[src/rtl/esp32_ctl_pkg.sv]
// Shared ESP32 control definitions: boot FSM states, DTR/RTS line codes and
// the auto-reset line decode used by both the boot sequencer and the passthru.
package esp32_ctl_pkg;

  typedef enum logic [1:0] {
    S_IDLE,
    S_RESET_HOLD,
    S_BOOT_HOLD,
    S_RELEASE_WAIT
  } boot_state_t;

  localparam logic [1:0] LINES_IDLE  = 2'b11;
  localparam logic [1:0] LINES_RESET = 2'b10;
  localparam logic [1:0] LINES_BOOT  = 2'b01;

  // Returns {en, gpio0}; the 00 and 11 line pairs both leave the chip running.
  function automatic logic [1:0] dtr_rts_decode(input logic ndtr, input logic nrts);
    case ({ndtr, nrts})
      2'b10:   return 2'b01;
      2'b01:   return 2'b10;
      default: return 2'b11;
    endcase
  endfunction

  // Returns {ndtr, nrts, en, gpio0} so lines and decoded pins load together.
  function automatic logic [3:0] line_word(input logic [1:0] lines);
    return {lines, dtr_rts_decode(lines[1], lines[0])};
  endfunction

endpackage

[src/rtl/esp32_hold_timer.sv]
// Loadable down-counter for phase timing; stops at 1 (no wrap) and reports
// expired while the count is at or below 1.
module esp32_hold_timer #(
  parameter int W = 8
) (
  input  logic         clk_25mhz,
  input  logic         reset,
  input  logic         load,
  input  logic [W-1:0] value,
  output logic         expired
);

  logic [W-1:0] count;

  always_ff @(posedge clk_25mhz) begin
    if (reset)
      count <= '0;
    else if (load)
      count <= value;
    else if (count > W'(1))
      count <= count - 1'b1;
  end

  assign expired = (count <= W'(1));

endmodule

[src/rtl/esp32_boot_sequencer.sv]
// Emulates the host DTR/RTS auto-reset sequence so FPGA logic can put the
// ESP32 into run or bootloader mode, with decoded EN/GPIO0 and a GPIO2 strap hold.
module esp32_boot_sequencer
  import esp32_ctl_pkg::*;
#(
  parameter int C_reset_cycles    = 2500000,
  parameter int C_boot_cycles     = 1250000,
  parameter int C_gpio2_hold_bits = 17
) (
  input  logic clk_25mhz,
  input  logic reset,
  input  logic start_boot,
  input  logic start_run,
  output logic ndtr,
  output logic nrts,
  output logic en,
  output logic gpio0,
  output logic gpio2_hold,
  output logic busy,
  output logic done
);

  // A zero-length phase still occupies one cycle.
  localparam int RESET_LD = (C_reset_cycles < 1) ? 1 : C_reset_cycles;
  localparam int BOOT_LD  = (C_boot_cycles < 1) ? 1 : C_boot_cycles;
  localparam int PH_MAX   = (RESET_LD > BOOT_LD) ? RESET_LD : BOOT_LD;
  localparam int PH_W     = $clog2(PH_MAX + 1);
  localparam int G2_W     = C_gpio2_hold_bits + 1;
  localparam logic [G2_W-1:0] G2_EXPIRED = G2_W'(1) << C_gpio2_hold_bits;

  boot_state_t     state;
  logic            boot_req;
  logic            start_any;
  logic            boot_entry;
  logic            ph_load;
  logic [PH_W-1:0] ph_value;
  logic            ph_expired;
  logic [G2_W-1:0] g2_cnt;
  logic [G2_W-1:0] g2_next;

  assign start_any  = start_boot | start_run;
  assign boot_entry = (state == S_RESET_HOLD) && ph_expired && boot_req;
  assign ph_load    = ((state == S_IDLE) && start_any) || boot_entry;
  assign ph_value   = (state == S_IDLE) ? PH_W'(RESET_LD) : PH_W'(BOOT_LD);

  // GPIO2 hold counts up from 0 on BOOT_HOLD entry; the MSB marks expiry.
  assign g2_next = boot_entry         ? '0 :
                   !g2_cnt[G2_W-1]    ? g2_cnt + 1'b1 :
                                        g2_cnt;

  esp32_hold_timer #(.W(PH_W)) u_phase_timer (
    .clk_25mhz (clk_25mhz),
    .reset     (reset),
    .load      (ph_load),
    .value     (ph_value),
    .expired   (ph_expired)
  );

  always_ff @(posedge clk_25mhz) begin
    if (reset) begin
      state                  <= S_IDLE;
      boot_req               <= 1'b0;
      {ndtr, nrts, en, gpio0} <= line_word(LINES_IDLE);
      busy                   <= 1'b0;
      done                   <= 1'b0;
      g2_cnt                 <= G2_EXPIRED;
      gpio2_hold             <= 1'b0;
    end else begin
      done       <= 1'b0;
      g2_cnt     <= g2_next;
      gpio2_hold <= ~g2_next[G2_W-1];
      case (state)
        S_IDLE: begin
          if (start_any) begin
            state                  <= S_RESET_HOLD;
            boot_req               <= start_boot;
            {ndtr, nrts, en, gpio0} <= line_word(LINES_RESET);
            busy                   <= 1'b1;
          end
        end
        S_RESET_HOLD: begin
          // Go straight from 10 to 01 so the chip never sees a released EN with GPIO0 high.
          if (ph_expired) begin
            if (boot_req) begin
              state                  <= S_BOOT_HOLD;
              {ndtr, nrts, en, gpio0} <= line_word(LINES_BOOT);
            end else begin
              state                  <= S_RELEASE_WAIT;
              {ndtr, nrts, en, gpio0} <= line_word(LINES_IDLE);
            end
          end
        end
        S_BOOT_HOLD: begin
          if (ph_expired) begin
            state                  <= S_RELEASE_WAIT;
            {ndtr, nrts, en, gpio0} <= line_word(LINES_IDLE);
          end
        end
        S_RELEASE_WAIT: begin
          // Leave on the same edge the GPIO2 hold drops, so done coincides with its release.
          if (g2_next[G2_W-1]) begin
            state    <= S_IDLE;
            boot_req <= 1'b0;
            busy     <= 1'b0;
            done     <= 1'b1;
          end
        end
        default: state <= S_IDLE;
      endcase
    end
  end

endmodule

[config.mk]
export PLATFORM = sky130hd
export DESIGN_NAME = esp32_boot_sequencer
export DESIGN_NICKNAME = d
export VERILOG_FILES = /design/src/rtl/esp32_ctl_pkg.sv /design/src/rtl/esp32_hold_timer.sv /design/src/rtl/esp32_boot_sequencer.sv
export SDC_FILE = /design/constraint.sdc
export NUM_CORES = 1
export LEC_CHECK = 0
export ABC_AREA = 1
export CORE_MARGIN = 5
export CORE_UTILIZATION = 57
export CTS_BUF_LIST = sky130_fd_sc_hd__clkbuf_8
export CTS_CLUSTER_DIAMETER = 60
export DETAILED_ROUTE_END_ITERATION = 6
export PLACE_DENSITY_LB_ADDON = 0.12
export SLEW_MARGIN = 10
export SYNTH_ARGS = -nofsm -noshare
export SYNTH_HDL_FRONTEND = slang
export SYNTH_HIERARCHICAL = 1
export SYNTH_SLANG_ARGS = --single-unit
[constraint.sdc]
create_clock -name clk_25mhz -period 2.1 [get_ports clk_25mhz]
set_input_delay 0.21 -clock clk_25mhz [delete_from_list [all_inputs] [get_ports clk_25mhz]]
set_output_delay 0.21 -clock clk_25mhz [all_outputs]
set_load 0.01 [all_outputs]
==> run_results.csv, run 1 <==
group,metric,value,unit
status,outcome,"finished, final reports clean",
clocking,cts_root_buf,"clkbuf_8",
pwr,swShare,48.1,%
grt,grt_pass1_wl,10600,um
logic_synthesis,synth_area_leaders,"dfxtp_1 35%, nand2_1 16%, nor2_1 8.1%",
timing,setup_tns,0,ps
pwr,pwr-share-comb,56.9,%
timing,final.min_clock_period,1960,ps
grt,grt_pass1_vias,2363,
setup_path,critical_path_class,"register to register",
pwr,totalPowerFinal,4.42,mW
route,drt-total-wl,6130,um
pwr,netSwitchingPower,2.12,mW
pwr,p_int,2.30,mW
timing,timing.hold.ws,474,ps
clocking,cts_buffers,5,
logic_synthesis,synth_edf_count,0,
layout,drive_gt1_share,11.6,%
placed_design,io_buffers,10,
logic_synthesis,synth.top_cell.area_share,34.5,%
timing,fin_worst_skew,7.16,ps
placed_design,dpl_cell_area,3040,um2
route,via_per_inst,5.05,
layout,antenna_cells,0,
layout,postLayoutCellArea,3150,um2
layout,regArea,963,um2
grt,grt_max_degree,26,
logic_synthesis,seq_area_frac_synth,34.5,%
timing,fmax,511,MHz
grt,antenna_found_initial,0,
pwr,p_leak,1.46,nW
logic_synthesis,synthTopCellsByCount,"119 x nand2_1, 60 x nor2_1, 48 x dfxtp_1",
layout,multiInputGateArea,1650,um2
floorplanning,coreArea,4720,um2
timing,fin_crit_sh,93.1,%
timing,finalHoldViolations,0,
logic_synthesis,ys_warn_count,6,
worst_hold_path,hold_path_class,"register to register",
clocking,clk_pin_slew_worst_paths,90,ps
pwr,power_per_cell_area,1400,nW/um2
layout,fillers,436,
grt,gr-total-overflow,0,
logic_synthesis,avgSynthCellArea,6.66,um2
layout,final_cells,515,
grt,grtUsageTotal,21.0,%
floorplanning,die_area,6380,um2
route,ant_nets,0,
timing,rsz0062_at_grt,"no",
placed_design,post-place-ws,37.1,ps
logic_synthesis,yosys.area.top_type,"dfxtp_1",
floorplanning,io_pins,11,
pwr,pwr-share-clk,12.2,%
timing,slew_violations,0,
timing,setup_slack,144,ps
clocking,postCtsSetupBuffers,0,
clocking,htreeDepth,2,
logic_synthesis,syn_inst,418,
logic_synthesis,syn-cell-area,2780,um2
layout,syn_to_final_growth,13.1,%
floorplanning,die_x,79.9,um
floorplanning,num_rows,25,
layout,nNetsFinal,459,
route,drc,0,
setup_path,cp_data_arrival_time,2190,ps
clocking,clock_latency,300,ps
placed_design,place_congestion,0.889,
placed_design,numPlacedInstances,507,
logic_synthesis,ys_ff_latch,48,
setup_path,cp_max_fo,8,
logic_synthesis,synth.most_common_cell,"nand2_1",
clocking,cts.sinks,48,
setup_path,cp-end-kind,"register",
route,firstDrtPassIters,5,
placed_design,place_hpwl,4420,um
route,drt_first_iter_violations,163,
timing,finalSetupViolations,0,
clocking,cts_buffer_depth,2,
setup_path,r2r_cells,14,
job,drv_cap,0,
route,dr_total_vias,2600,
clocking,cts_tree,"done",
route,wl_per_cell,11.9,um
logic_synthesis,yosys.cell_types.count,36,
setup_path,reg2reg_slack,140,ps
logic_synthesis,yosys_most_used_dff,"dfxtp_1",
layout,post-route-util,66.6,%
floorplanning,dieHeight,79.9,um
setup_path,crit_required,2330,ps
floorplanning,initial_core_util,58.9,%
worst_hold_path,min_path_cells,2,
pwr,ir_drop,0.867,mV
setup_path,startpoint_type,"register",
pwr,p_seq_share,30.9,%
logic_synthesis,synthArstFlopShare,0,%
## registers in the layout, indices dropped and copies added, names as in the netlist
register / cells
boot_req: 1
busy: 1
done: 1
en: 1
g2_cnt: 18
gpio0: 1
gpio2_hold: 1
state: 2
u_phase_timer/count: 22
## path summary, 6_finish.rpt
check,startpoint,end
worst min-delay path,busy$_SDFFE_PP0P_,busy$_SDFFE_PP0P_
worst max-delay path,u_phase_timer/count[1]$_SDFFE_PP0P_,u_phase_timer/count[19]$_SDFFE_PP0P_
worst min register to register,busy$_SDFFE_PP0P_,busy$_SDFFE_PP0P_
worst max register to register,u_phase_timer/count[1]$_SDFFE_PP0P_,u_phase_timer/count[19]$_SDFFE_PP0P_
## cells in the final DEF, fill, tap and decap left out, drive strengths merged
cell type,instances
a21oi,35
a31oi,2
and3,1
buf,12
clkbuf,5
clkdlybuf4s50,10
clkinv,1
clkinvlp,1
conb,10
dfxtp,48
ha,7
inv,47
nand2,127
nand3,24
nand3b,3
nand4,7
nor2,72
nor3,5
nor3b,1
o211ai,1
o21a,1
o21ai,12
o21bai,2
or2,2
xnor2,3
xor2,9
## power groups by stage
stage	logic, mW	registers (mW)	clock network [mW]
floorplan	1.87	1.33	0
global placement	2.39	1.38	0
detailed placement	2.42	1.38	0
CTS	2.44	1.36	0.557
global route	2.83	1.41	0.602
finish	2.52	1.37	0.538
## layer usage
layer	GRT usage [%]	share of wire (%)	vias up
li1	-	-	1362
met1	28.4	48	1166
met2	33.4	45	65
met3	4.29	5.6	7
met4	6.93	1.2	0
met5	0	0	-
## logic make-up (layout without fill, tap and decap cells)
family / Yosys count / in the layout / synth area share (%)
and+or+nand+nor: 241 / 242 / 40.2
buffers and inverters: 55 / 76 / 8.00
adders and majority gates: 7 / 7 / 3.15
AOI/OAI and AO/OA: 53 / 53 / 10.1
xor gates and xnor gates: 12 / 12 / 3.78
other: 2 / 10 / 0.270
DFF: 48 / 48 / 34.5
## area by class of cell
type | instances | area share, %
clock inverters | 2 | 0.398
inverters | 47 | 5.61
multi-input cells | 324 | 52.4
flip-flops and latches | 48 | 30.6
repair buffers | 22 | 6.16
clock buffers | 5 | 2.19
well taps | 67 | 2.66
## repair_timing
action,4_1_cts,5_1_grt
setup endpoints to repair,0,31
hold buffers,0,0
gates resized for setup,0,6
hold endpoints to repair,0,0
## worst max-delay path: stages (launching register included)
cell	delay, ps
dfxtp_2	350
inv_1	60
ha_2	200
nand2_2	120
nor2_4	60
nor2_4	160
nor2_8	50
inv_1	40
nor2_1	30
inv_1	80
nand2_2	100
buf_4	180
nor2_4	240
nand2_1	90
a21oi_1	130
Power figures use the tool's default switching activity.
==> run 2: changes to the inputs <==
--- a/config.mk
+++ b/config.mk
@@ -12,6 +12,7 @@
 export CTS_CLUSTER_DIAMETER = 60
 export DETAILED_ROUTE_END_ITERATION = 6
 export PLACE_DENSITY_LB_ADDON = 0.12
+export SKIP_CTS_REPAIR_TIMING = 1
 export SLEW_MARGIN = 10
 export SYNTH_ARGS = -nofsm -noshare
 export SYNTH_HDL_FRONTEND = slang
==> constraint.sdc (replaced) <==
create_clock -name clk_25mhz -period 2 [get_ports clk_25mhz]
set_input_delay 0.2 -clock clk_25mhz [delete_from_list [all_inputs] [get_ports clk_25mhz]]
set_output_delay 0.2 -clock clk_25mhz [all_outputs]
set_load 0.01 [all_outputs]
==> run 2 against run 1 <==
Effect of this change: sequential share of layout area down 1.0 points; register-to-register slack better by 30 ps; total power is 11% higher; final cell count grew 1.6%; clock power increased by 9.7%; combinational power is 15% higher; critical endpoint is now g2_cnt[6]$_SDFFE_PP0N_.
==> run_results.csv, run 2 (synthesized netlist as in run 1, its figures left out) <==
group,metric,value,unit
clocking,cts_root_buf,"clkbuf_8",
layout,final_common_cell,"nand2_1",
grt,grt_pass1_wl,10800,um
job,drv_cap,0,
clocking,clk_pin_slew_worst_paths,90,ps
timing,final.min_clock_period,1830,ps
placed_design,place_congestion,0.903,
layout,final_cells,523,
grt,grtUsageTotal,21.1,%
floorplanning,coreArea,4720,um2
setup_path,critPathMaxStageDelay,360,ps
floorplanning,initial_core_util,58.9,%
placed_design,io_buffers,10,
setup_path,critical_path.slowest_cell,"dfxtp_1",
layout,syn_to_final_growth,17.0,%
setup_path,cp_max_fo,8,
setup_path,cp_data_arrival_time,2030,ps
setup_path,critical_path_class,"register to register",
setup_path,crit_chain,"nor2_2 -> nand2_1 -> nor2_4 -> nand2_2 -> nor2_8 -> inv_1 -> nor2_2 -> inv_2 -> buf_4 -> nand2_1 -> buf_4 -> a21oi_1 -> o21a_1",
layout,nNetsFinal,466,
timing,slew_violations,0,
timing,finalHoldViolations,0,
timing,fmax,546,MHz
route,firstDrtPassIters,4,
floorplanning,io_pins,11,
pwr,totalPowerFinal,4.91,mW
setup_path,crit_required,2200,ps
grt,grt_max_degree,26,
pwr,ir_drop,0.892,mV
clocking,cts_buffers,5,
floorplanning,num_rows,25,
timing,setup_tns,0,ps
pwr,p_leak,1.52,nW
layout,fillers,414,
timing,fin_worst_skew,6.37,ps
grt,grt_pass1_vias,2547,
clocking,cts_buffer_depth,2,
placed_design,place_hpwl,4410,um
route,drt-total-wl,6090,um
clocking,htreeDepth,2,
floorplanning,die_x,79.9,um
grt,gr-total-overflow,0,
route,wl_per_cell,11.7,um
timing,fin_crit_sh,91.5,%
route,ant_nets,0,
setup_path,path_buf_inv,4,
layout,reg.largest.list,"u_phase_timer/count (22), g2_cnt (18), state (2)",
setup_path,crit_family,"simple AND/OR/NAND/NOR gates",
timing,finalSetupViolations,0,
route,drt_first_iter_violations,163,
clocking,cts_tree,"done",
setup_path,startpoint_type,"register",
route,via_per_inst,5.03,
status,outcome,"finished, final reports clean",
clocking,clock_latency,300,ps
route,dr_total_vias,2633,
setup_path,cp-end-kind,"register",
clocking,cts.sinks,48,
pwr,power_per_cell_area,1510,nW/um2
layout,largest_reg_flops,22,
floorplanning,dieHeight,79.9,um
layout,drive_gt1_share,15.6,%
layout,layout_common_cells,"115 x nand2_1, 53 x nor2_1, 46 x dfxtp_1",
layout,antenna_cells,0,
placed_design,numPlacedInstances,512,
worst_hold_path,hold_path_class,"register to register",
floorplanning,die_area,6380,um2
grt,antenna_found_initial,0,
layout,largest_register,"u_phase_timer/count",
route,drc,0,
layout,post-route-util,68.9,%
run 2: changes by cell type in the layout (fill, tap and decap cells not counted), moves of 2 or more:
cell and delta:
nor2_1 -6, nand2_4 +2, nor2_2 +5, nand2_1 -3, buf_4 +6
run 2: metrics by stage:
| step | setup WS [ps] | instance area (um2) | hold slack, ps |
|---|---|---|---|
| after floorplan | -88.3 | 2820 | 269 |
| after global placement | 30.6 | 3080 | 455 |
| after detailed placement | 19.5 | 3080 | 459 |
| after CTS | -4.94 | 3170 | 475 |
| after global routing | -24.4 | 3260 | 519 |
| final | 170 | 3260 | 470 |
run 2: worst reg2reg max path, delay by kind of cell, from the launching register on:
family | cells | cell delay, ps
compound gates | 2 | 150
buf+inv | 4 | 410
flops | 1 | 360
simple gates | 7 | 810
run 2: layer usage:
metal,vias to the layer above,global-route usage (%),wire (um)
li1,1388,-,-
met1,1163,28.0,3010
met2,72,35.6,2650
met3,10,3.05,349
met4,0,5.91,85
met5,-,0,0
run 2: cell type report:
type	count	area (um2)	area share, %
inverter	47	176	5.42
clock buffer	6	82.6	2.54
timing repair buffer	29	250	7.69
tap	67	83.8	2.57
sequential	48	963	29.6
multi-input combinational	324	1690	51.9
clock inverter	2	10.0	0.307
run 2: worst paths after layout:
check                           cells past startpoint  slack, ps                     end                            startpoint
worst max register to register                     13        170  g2_cnt[6]$_SDFFE_PP0N_  u_phase_timer/count[13]$_SDFFE_PP0P_
worst max-delay path                               13        170  g2_cnt[6]$_SDFFE_PP0N_  u_phase_timer/count[13]$_SDFFE_PP0P_
worst min-delay path                                2        470       busy$_SDFFE_PP0P_                     busy$_SDFFE_PP0P_
worst min register to register                      2        470       busy$_SDFFE_PP0P_                     busy$_SDFFE_PP0P_
run 2: where the power goes:
group          total (mW)  internal [mW]  switching (mW)
registers            1.43           1.20           0.230
clock network       0.590          0.276           0.314
logic                2.89           1.12            1.77
total                4.91           2.60            2.32
==> run 3: changes to the inputs <==
--- a/config.mk
+++ b/config.mk
@@ -10,8 +10,9 @@
 export CORE_UTILIZATION = 57
 export CTS_BUF_LIST = sky130_fd_sc_hd__clkbuf_8
 export CTS_CLUSTER_DIAMETER = 60
+export CTS_CLUSTER_SIZE = 10
 export DETAILED_ROUTE_END_ITERATION = 6
-export PLACE_DENSITY_LB_ADDON = 0.12
+export PLACE_DENSITY = 0.75
 export SKIP_CTS_REPAIR_TIMING = 1
 export SLEW_MARGIN = 10
 export SYNTH_ARGS = -nofsm -noshare
==> run 3 against run 2 <==
Effect of this change: die area is the same; combinational power grew 3%; via count grew 0.80%; clock-buffer cell count is the same; non-clock buffer count grew 2; critical path depth is the same; core utilization grew 0.48 points; clock power grew 2%; first-iteration DRC count grew 18%; flip-flop and latch count is the same; clock skew grew 5.5 ps.
==> run_results.csv, run 3 (synthesized netlist as in run 1, its figures left out) <==
group,metric,value,unit
status,outcome,"finished, final reports clean",
timing,fin_crit_sh,93.9,%
grt,grt_pass1_wl,10700,um
layout,final_cells,525,
clocking,clk_pin_slew_worst_paths,90,ps
floorplanning,dieHeight,79.9,um
setup_path,crit_chain,"nor2_2 -> nand2_2 -> nor2_4 -> nor2_4 -> nor2_8 -> inv_1 -> nor2_1 -> inv_2 -> nand2_4 -> inv_4 -> or2_2 -> nand3_1 -> nor2_1",
setup_path,cp_data_arrival_time,2070,ps
setup_path,r2r_cells,13,
floorplanning,die_x,79.9,um
timing,slew_violations,0,
layout,final_common_cell,"nand2_1",
setup_path,critPathMaxStageDelay,340,ps
layout,drive_gt1_share,14.6,%
layout,largest_reg_flops,22,
grt,antenna_found_initial,0,
grt,grtUsageTotal,21.1,%
placed_design,numPlacedInstances,510,
timing,fmax,533,MHz
clocking,cts.sinks,48,
setup_path,critical_path.slowest_cell,"dfxtp_1",
clocking,cts_buffer_depth,2,
setup_path,crit_required,2190,ps
job,drv_cap,0,
route,ant_nets,0,
floorplanning,io_pins,11,
setup_path,crit_family,"simple AND/OR/NAND/NOR gates",
route,drt_first_iter_violations,192,
setup_path,cp.depth,13,
timing,timing.hold.ws,468,ps
layout,antenna_cells,0,
route,drt-total-wl,6270,um
timing,final.min_clock_period,1880,ps
worst_hold_path,min_path_cells,2,
worst_hold_path,hold_path_class,"register to register",
setup_path,cp_max_fo,7,
timing,rsz0062_at_grt,"yes",
timing,finalSetupViolations,0,
route,dr_total_vias,2654,
route,firstDrtPassIters,5,
pwr,power_per_cell_area,1520,nW/um2
floorplanning,num_rows,25,
placed_design,place_congestion,0.912,
clocking,htreeDepth,2,
grt,gr-total-overflow,0,
layout,layout_common_cells,"116 x nand2_1, 56 x nor2_1, 46 x dfxtp_1",
grt,grt_pass1_vias,2424,
floorplanning,die_area,6380,um2
layout,largest_register,"u_phase_timer/count",
timing,finalHoldViolations,0,
setup_path,cp-end-kind,"register",
clocking,cts_tree,"done",
setup_path,startpoint_type,"register",
layout,reg.largest.list,"u_phase_timer/count (22), g2_cnt (18), state (2)",
pwr,ir_drop,0.956,mV
layout,post-route-util,69.4,%
layout,nNetsFinal,468,
route,drc,0,
clocking,cts_buffers,5,
clocking,clock_latency,300,ps
setup_path,critPathLaunch,"u_phase_timer/count[4]$_SDFFE_PP0P_",
worst_hold_path,hp-start,"busy$_SDFFE_PP0P_",
floorplanning,initial_core_util,58.9,%
floorplanning,coreArea,4720,um2
timing,setup_tns,0,ps
placed_design,place_hpwl,4360,um
placed_design,io_buffers,10,
setup_path,path_buf_inv,3,
setup_path,critical_path_class,"register to register",
grt,grt_max_degree,26,
pwr,p_leak,1.53,nW
route,wl_per_cell,11.9,um
layout,syn_to_final_growth,17.8,%
timing,fin_worst_skew,11.9,ps
clocking,cts_root_buf,"clkbuf_8",
route,via_per_inst,5.06,
setup_path,reg2reg_from,"u_phase_timer/count[4]$_SDFFE_PP0P_",
## run 3: path summary, 6_finish.rpt
check	to	slack (ps)
min reg2reg	busy$_SDFFE_PP0P_	470
max	u_phase_timer/count[10]$_SDFFE_PP0P_	120
min	busy$_SDFFE_PP0P_	470
max reg2reg	u_phase_timer/count[10]$_SDFFE_PP0P_	120
## run 3: layout make-up
class | count | area, um2
clock buffers | 6 | 82.6
flip-flops and latches | 48 | 963
fillers | 413 | 1450
clock inverters | 2 | 11.3
multi-input cells | 324 | 1670
inverters | 47 | 179
repair buffers | 31 | 288
well taps | 67 | 83.8
## run 3: through the flow
step                area (um2)  setup WS (ps)  total power, mW
floorplan                 2820          -88.3             3.37
global route              3280          -16.4             5.45
CTS                       3170          -45.6             4.69
finish                    3280            123             4.99
detailed placement        3080           10.1             4.06
global placement          3080           86.6             4.03
## run 3: per-layer routing
metal / global-route usage [%] / vias up / routed length (um)
li1: - / 1387 / -
met1: 27.3 / 1193 / 3020
met2: 35.4 / 66 / 2890
met3: 4.18 / 8 / 280
met4: 6.08 / 0 / 80
met5: 0 / - / 0
## run 3: worst register-to-register path: cells and delay by family, from the launching register on
kind / cells / cell delay (ps)
flip-flops: 1 / 340
AND/OR/NAND/NOR: 10 / 1250
buffers and inverters: 3 / 170
## run 3: report_power, final
group	leakage (nW)	internal, mW	switching (mW)
logic	1.09	1.18	1.79
registers	0.393	1.20	0.220
clock network	0.0486	0.276	0.324
total	1.53	2.66	2.33
